<file path="src/rtl/sar_capture_ctrl.sv">
// sar_capture_ctrl: system-clock back-end for the SAR ADC core.
// Runs the sample/convert sequence on adc_clk, synchronizes the asynchronous
// compl flag, captures adc_data, converts offset binary to two's complement
// and buffers results in a small FIFO with a valid/ready output stream.
//
// Ports:
//   clk, rst_n        system clock, asynchronous active-low reset
//   enable            run back-to-back conversions while high
//   adc_clk           conversion clock to the core (high = sample)
//   compl, adc_data   completion flag (asynchronous) and offset-binary result
//   dout, dout_valid  FIFO head (two's complement) and non-empty flag
//   dout_ready        consumer handshake; pop on dout_valid && dout_ready
//   overflow_cnt      saturating count of results dropped on a full FIFO
//   timeout_err       sticky conversion-timeout flag
//   err_clr           synchronous clear of timeout_err and overflow_cnt
//
// Optional feature: define SAR_CAPTURE_AVG_EN to push the floor-average of
// every four converted samples instead of each individual sample.
module sar_capture_ctrl #(
    parameter int unsigned ADC_BITS    = 8,
    parameter int unsigned SAMPLE_CYC  = 4,
    parameter int unsigned TIMEOUT_CYC = 64,
    parameter int unsigned SYNC_STAGES = 2,
    parameter int unsigned FIFO_DEPTH  = 4
) (
    input  logic                clk,
    input  logic                rst_n,
    input  logic                enable,
    output logic                adc_clk,
    input  logic                compl,
    input  logic [ADC_BITS-1:0] adc_data,
    output logic [ADC_BITS-1:0] dout,
    output logic                dout_valid,
    input  logic                dout_ready,
    output logic [7:0]          overflow_cnt,
    output logic                timeout_err,
    input  logic                err_clr
);

    localparam int unsigned PTR_W  = $clog2(FIFO_DEPTH);
    localparam int unsigned CNT_W  = $clog2(FIFO_DEPTH + 1);
    localparam int unsigned SCNT_W = 8;
    localparam int unsigned TMO_W  = 16;

    typedef enum logic [1:0] {IDLE, SAMPLE, CONVERT, CAPTURE} state_e;

    state_e                  state_q, state_d;
    logic [SCNT_W-1:0]       smp_cnt_q, smp_cnt_d;
    logic [TMO_W-1:0]        tmo_cnt_q, tmo_cnt_d;
    logic [ADC_BITS-1:0]     cap_q, cap_d;
    logic                    adc_clk_q;
    logic [SYNC_STAGES-1:0]  sync_q;
    logic                    compl_s_d_q;
    logic                    compl_rise_c;
    logic                    tmo_evt_c;
    logic [ADC_BITS-1:0]     conv_c;
    logic                    push_c;
    logic [ADC_BITS-1:0]     push_data_c;

    logic [ADC_BITS-1:0]     mem_q [FIFO_DEPTH];
    logic [PTR_W-1:0]        rd_ptr_q, rd_ptr_d, wr_ptr_q, wr_ptr_d;
    logic [CNT_W-1:0]        cnt_q, cnt_d, left_c;
    logic [ADC_BITS-1:0]     dout_q, dout_d;
    logic                    dout_valid_q;
    logic                    pop_c, accept_c, drop_c;
    logic [7:0]              ovf_q, ovf_d;
    logic                    tmo_err_q, tmo_err_d;

    // compl synchronizer and rising-edge detect
    always_ff @(posedge clk or negedge rst_n) begin
        if (!rst_n) begin
            sync_q      <= '0;
            compl_s_d_q <= 1'b0;
        end else begin
            sync_q      <= {sync_q[SYNC_STAGES-2:0], compl};
            compl_s_d_q <= sync_q[SYNC_STAGES-1];
        end
    end

    assign compl_rise_c = sync_q[SYNC_STAGES-1] && !compl_s_d_q;
    assign conv_c       = {~cap_q[ADC_BITS-1], cap_q[ADC_BITS-2:0]};

    // Conversion sequencer next-state logic
    always_comb begin
        state_d   = state_q;
        smp_cnt_d = smp_cnt_q;
        tmo_cnt_d = tmo_cnt_q;
        cap_d     = cap_q;
        tmo_evt_c = 1'b0;
        case (state_q)
            IDLE: begin
                if (enable) begin
                    state_d   = SAMPLE;
                    smp_cnt_d = SCNT_W'(SAMPLE_CYC - 1);
                end
            end
            SAMPLE: begin
                if (smp_cnt_q == '0) begin
                    state_d   = CONVERT;
                    tmo_cnt_d = '0;
                end else begin
                    smp_cnt_d = smp_cnt_q - SCNT_W'(1);
                end
            end
            CONVERT: begin
                // a completion in the last allowed cycle still counts
                if (compl_rise_c) begin
                    cap_d   = adc_data;
                    state_d = CAPTURE;
                end else if (tmo_cnt_q == TMO_W'(TIMEOUT_CYC - 1)) begin
                    tmo_evt_c = 1'b1;
                    state_d   = IDLE;
                end else begin
                    tmo_cnt_d = tmo_cnt_q + TMO_W'(1);
                end
            end
            CAPTURE: begin
                if (enable) begin
                    state_d   = SAMPLE;
                    smp_cnt_d = SCNT_W'(SAMPLE_CYC - 1);
                end else begin
                    state_d = IDLE;
                end
            end
            default: state_d = IDLE;
        endcase
    end

    always_ff @(posedge clk or negedge rst_n) begin
        if (!rst_n) begin
            state_q   <= IDLE;
            smp_cnt_q <= '0;
            tmo_cnt_q <= '0;
            cap_q     <= '0;
            adc_clk_q <= 1'b0;
        end else begin
            state_q   <= state_d;
            smp_cnt_q <= smp_cnt_d;
            tmo_cnt_q <= tmo_cnt_d;
            cap_q     <= cap_d;
            adc_clk_q <= (state_d == SAMPLE);
        end
    end

`ifdef SAR_CAPTURE_AVG_EN
    localparam int unsigned ACC_W = ADC_BITS + 2;

    logic signed [ACC_W-1:0] acc_q, acc_d, sum_c;
    logic [1:0]              avg_cnt_q, avg_cnt_d;

    // Four-sample accumulator; a partial sum is dropped once enable is low in IDLE
    always_comb begin
        acc_d       = acc_q;
        avg_cnt_d   = avg_cnt_q;
        push_c      = 1'b0;
        push_data_c = '0;
        sum_c       = acc_q + {{2{conv_c[ADC_BITS-1]}}, conv_c};
        if (state_q == IDLE && !enable) begin
            acc_d     = '0;
            avg_cnt_d = '0;
        end else if (state_q == CAPTURE) begin
            if (avg_cnt_q == 2'd3) begin
                push_c      = 1'b1;
                push_data_c = ADC_BITS'(sum_c >>> 2);
                acc_d       = '0;
                avg_cnt_d   = '0;
            end else begin
                acc_d     = sum_c;
                avg_cnt_d = avg_cnt_q + 2'd1;
            end
        end
    end

    always_ff @(posedge clk or negedge rst_n) begin
        if (!rst_n) begin
            acc_q     <= '0;
            avg_cnt_q <= '0;
        end else begin
            acc_q     <= acc_d;
            avg_cnt_q <= avg_cnt_d;
        end
    end
`else
    assign push_c      = (state_q == CAPTURE);
    assign push_data_c = conv_c;
`endif

    // FIFO control; a pop frees the slot for a same-cycle push when full
    always_comb begin
        pop_c    = dout_valid_q && dout_ready;
        accept_c = push_c && ((cnt_q != CNT_W'(FIFO_DEPTH)) || pop_c);
        drop_c   = push_c && !accept_c;
        rd_ptr_d = pop_c ? rd_ptr_q + PTR_W'(1) : rd_ptr_q;
        wr_ptr_d = accept_c ? wr_ptr_q + PTR_W'(1) : wr_ptr_q;
        left_c   = pop_c ? cnt_q - CNT_W'(1) : cnt_q;
        cnt_d    = accept_c ? left_c + CNT_W'(1) : left_c;
        // next head: bypass the incoming word when nothing else remains
        if (left_c == '0) begin
            dout_d = accept_c ? push_data_c : dout_q;
        end else begin
            dout_d = mem_q[rd_ptr_d];
        end
        ovf_d     = ovf_q;
        tmo_err_d = tmo_err_q;
        if (drop_c) begin
            ovf_d = (ovf_q == 8'hFF) ? ovf_q : ovf_q + 8'd1;
        end else if (err_clr) begin
            ovf_d = '0;
        end
        if (tmo_evt_c) begin
            tmo_err_d = 1'b1;
        end else if (err_clr) begin
            tmo_err_d = 1'b0;
        end
    end

    always_ff @(posedge clk) begin
        if (accept_c) begin
            mem_q[wr_ptr_q] <= push_data_c;
        end
    end

    always_ff @(posedge clk or negedge rst_n) begin
        if (!rst_n) begin
            rd_ptr_q     <= '0;
            wr_ptr_q     <= '0;
            cnt_q        <= '0;
            dout_q       <= '0;
            dout_valid_q <= 1'b0;
            ovf_q        <= '0;
            tmo_err_q    <= 1'b0;
        end else begin
            rd_ptr_q     <= rd_ptr_d;
            wr_ptr_q     <= wr_ptr_d;
            cnt_q        <= cnt_d;
            dout_q       <= dout_d;
            dout_valid_q <= (cnt_d != '0);
            ovf_q        <= ovf_d;
            tmo_err_q    <= tmo_err_d;
        end
    end

    assign adc_clk      = adc_clk_q;
    assign dout         = dout_q;
    assign dout_valid   = dout_valid_q;
    assign overflow_cnt = ovf_q;
    assign timeout_err  = tmo_err_q;

endmodule

</file>
<file path="config.mk">
export PLATFORM = sky130hd
export DESIGN_NAME = sar_capture_ctrl
export DESIGN_NICKNAME = d
export VERILOG_FILES = /design/src/rtl/sar_capture_ctrl.sv
export SDC_FILE = /design/constraint.sdc
export NUM_CORES = 1
export LEC_CHECK = 0
export BUFFER_PORTS_ARGS = -buffer_cell sky130_fd_sc_hd__buf_2
export CORE_MARGIN = 1.5
export CORE_UTILIZATION = 55
export CTS_CLUSTER_DIAMETER = 50
export DETAILED_ROUTE_END_ITERATION = 10
export GPL_TIMING_DRIVEN = 0
export HOLD_SLACK_MARGIN = 0.06
export PLACE_DENSITY_LB_ADDON = 0.3
export SLEW_MARGIN = 15
export SYNTH_ARGS = -nofsm -noshare
export SYNTH_HDL_FRONTEND = slang
export SYNTH_SLANG_ARGS = --single-unit
</file>
<file path="constraint.sdc">
create_clock -name clk -period 3.7 [get_ports clk]
set_clock_uncertainty 0.15 [all_clocks]
set_input_delay 0.37 -clock clk [delete_from_list [all_inputs] [get_ports clk]]
set_output_delay 0.37 -clock clk [all_outputs]
set_load 0.03 [all_outputs]
</file>
==> results by group <==
Run status
  • Status: completed

Power
  • Max VDD drop: 0.287 mV
  • P_leak: 2.13 nW
  • PD cells: 607 nW/um2

Worst setup path
  • Data arrival time of the critical path: 3300 ps
  • Startpoint types: flop
  • Crit path required time: 3830 ps
  • Crit Path Category: flop to flop
  • Critical-path cell list: nand2_1, xnor2_1, ha_1, inv_1, a211oi_1, clkbuf_1, a2111oi_0, a221oi_1
  • Worst R2R Start: dout_valid
  • CP endpoint kind: flop
  • Max incr delay on CP: 730 ps
  • Reg-to-reg slack, setup: 520 ps
  • Worst r2r path cells: 8
  • Crit path max fanout: 10
  • Reg-to-Reg End: dout[6]
  • Slowest cell on crit path: a211oi_1

Die
  • I/O pin cnt: 33
  • FP Rows: 33
  • Die height: 94.4 um
  • Die area: 8920 um2
  • Chip width: 94.4 um
  • Core area: 8180 um2
  • Initial Util: 56.2%

Finish
  • Share of layout cells above drive strength 1: 12.9%
  • Final nets: 488
  • Sequential cell area: 2540 um2
  • ANT cells: 0
  • Area grow syn2layout: 13.6%
  • Fin util: 63.9%
  • Non-Filler Instances: 569
  • Multi-input logic area: 1920 um2
  • Fillcell total: 652
  • Post-route cell area: 5220 um2

Route
  • Met2 wire len: 4680 um
  • M1 WL: 4200 um
  • Final ANT Viol Nets: 0
  • DR WL/cell: 16.7 um
  • Starting DRT DRC Count: 195
  • Max Used Layer: met4
  • DR vias/cell: 6.09
  • Met3 WL post-DR: 378 um
  • DR vias: 3,467
  • 1st-pass router iterations: 5
  • Drc violations: 0
  • Routed Wire Length: 9530 um

GRT
  • GRT Total Usage: 23.2%
  • Largest net degree at the start of global routing: 51
  • First-pass GRT wire length: 15,900 um
  • Vias in the first global route: 3,254
  • Total gr overflow: 0
  • Initial antenna violation count: 0

Placed design
  • Placement-stage cell area: 4920 um2
  • IO buf count: 32
  • Placed instance count: 544
  • Gp weighted congestion: 0.798
  • Worst slack, placed: 561 ps
  • Hpwl dp: 6450 um

Clock network
  • Clock Latency Late Sink: 370 ps
  • Cts repair resizes: 0
  • Hold_buf cts: 9
  • CTS tree: built
  • CTS max path bufs: 2
  • CTS H-tree depth: 3
  • Root buf cell: clkbuf_8
  • Clock Sinks: 95
  • Clk pin slew, worst setup/hold paths: 100 ps
  • Num CTS Buffers: 9
  • Postcts setup bufs: 0

Min path
  • Worst hold start: err_clr
  • Hold crit path type: input pin to flop
  • Worst hold path depth: 2
  • WHS Endpoint: timeout_err

Synth
  • Largest family of logic cells by synthesized area: simple AND/OR/NAND/NOR gates
  • Dominant synthesized flop cell: dfrtp_1
  • Post-synth cell types: 58
  • Post-synthesis xor/xnor area fraction: 1.33%
  • Synthesized instance count: 406
  • Seq cells post-synth: 95
  • Post-Syn Nets: 435
  • Synthesized area: 4600 um2
  • Compound-gate portion of the synthesized area: 15.3%
  • Ys Warns: 0
  • Sequential area share after synthesis: 55.2%
  • Syn Area/Cell: 11.3 um2
  • Adder-cell area share of the yosys netlist: 4.08%
  • Post-synth EDFFs: 32
  • Post-synth ARST share: 66.3%
  • Simple-gate share of the synthesized area: 16.4%
  • Multiplexer share of the synthesized area: 4.65%

Job
  • Max-cap viol count: 0

STA
  • Setup ws final: 525 ps
  • Setup tns final: 0 ps
  • Fmax: 315 MHz
  • RSZ-0062 raised after global routing: false
  • Final setup viols: 0
  • Slew Limit Headroom: 19.0%
  • Max Slew Vio Count: 0
  • Post-layout min period: 3180 ps
  • Period utilization: 85.8%
  • Least-Margin Pin Slew: 1210 ps
  • Hold Fails Final Rpt: 0
## how the worst max path moves through the flow
stage / startpoint / endpoint / slack, ps / depth (start not counted)
after global placement: dout_ready / dout[6] / 630 / 9
after global routing: dout_valid / dout[6] / 200 / 8
after CTS: dout_valid / dout[6] / 560 / 8
final: dout_valid / dout[6] / 520 / 8
after detailed placement: dout_ready / dout[6] / 560 / 9
after floorplan: dout_valid / dout[6] / 1070 / 8
## cell type report
type,instances,share of cell area (%)
inverters,19,1.37
multi-input cells,276,36.8
flip-flops and latches,95,48.6
plain buffers,16,1.32
clock inverters,7,1.68
repair buffers,42,5.37
well taps,105,2.52
clock buffers,9,2.37
## registers in the layout, summed over array words and instances (netlist names), 3 cells and up
name / cells
mem_q: 32
tmo_cnt_q: 16
cap_q: 8
dout: 8
overflow_cnt: 8
smp_cnt_q: 8
cnt_q: 3
## per-stage QoR
stage / hold WS (ps) / power (mW)
floorplan: -75.6 / 2.15
global placement: 185 / 2.39
detailed placement: 98.4 / 2.44
CTS: 67.6 / 3.17
global route: 61.8 / 3.36
finish: 82.5 / 3.17
## per-layer routing
metal  up-vias  track usage (%)
li1       1649                -
met1      1692             30.3
met2       101             38.3
met3        25             3.46
met4         0             10.3
met5         -                0
## where the power goes
group | switching (mW) | total (mW) | internal (mW)
clock | 0.403 | 0.732 | 0.329
sequential | 0.109 | 1.35 | 1.24
combinational | 0.682 | 1.09 | 0.410
## critical path, delay by kind of cell, from the launching register on
kind	cells	cell delay, ps
compound gates	3	1130
xor+xnor	1	420
fa+ha+maj	1	220
buf+inv	2	520
flops	1	450
simple gates	1	200
## cell usage after synthesis, types with 8 or more instances
cell | instances | share of area [%]
dfrtp_1 | 63 | 34
a221oi_1 | 8 | 1.5
o31ai_1 | 14 | 2.3
ha_1 | 15 | 4.1
o21ai_0 | 20 | 2.2
or4_1 | 15 | 2.4
nand2_1 | 43 | 3.5
nand3_1 | 14 | 1.5
nor2b_1 | 10 | 1.4
clkbuf_1 | 12 | 0.98
inv_1 | 19 | 1.6
a21oi_1 | 17 | 1.9
a2111oi_0 | 8 | 1.5
edfxtp_1 | 32 | 21
mux2i_1 | 18 | 3.9
## cells by family (layout without fill, tap and decap cells)
group           Yosys count  in the layout
simple gates            134            134
compound gates           99             99
flops                    95             95
buf+inv                  35             93
mux                      21             21
fa+ha+maj                15             15
xor+xnor                  7              7
## layout by cell type, fill, tap and decap left out, types with 3 or more instances in the layout
cell	n
o21ai_0	20
o211ai_1	4
a21boi_0	4
inv_8	3
buf_2	32
a221oi_1	8
nand4_1	5
o31ai_1	14
inv_1	19
nand2_1	43
and3_1	6
nor4_1	4
nor2b_1	10
a211oi_1	5
mux2_2	3
ha_1	15
a21oi_1	17
or4_1	15
mux2i_1	18
a2111oi_0	8
nor3_1	7
or3_1	3
nor2_1	7
xnor2_1	3
dlygate4sd3_1	9
xor2_1	4
nand2b_1	5
and4_1	3
dfrtp_1	63
edfxtp_1	32
clkbuf_1	12
clkbuf_8	9
nand3_1	14
Note: power is estimated with default switching activity, not from simulation.
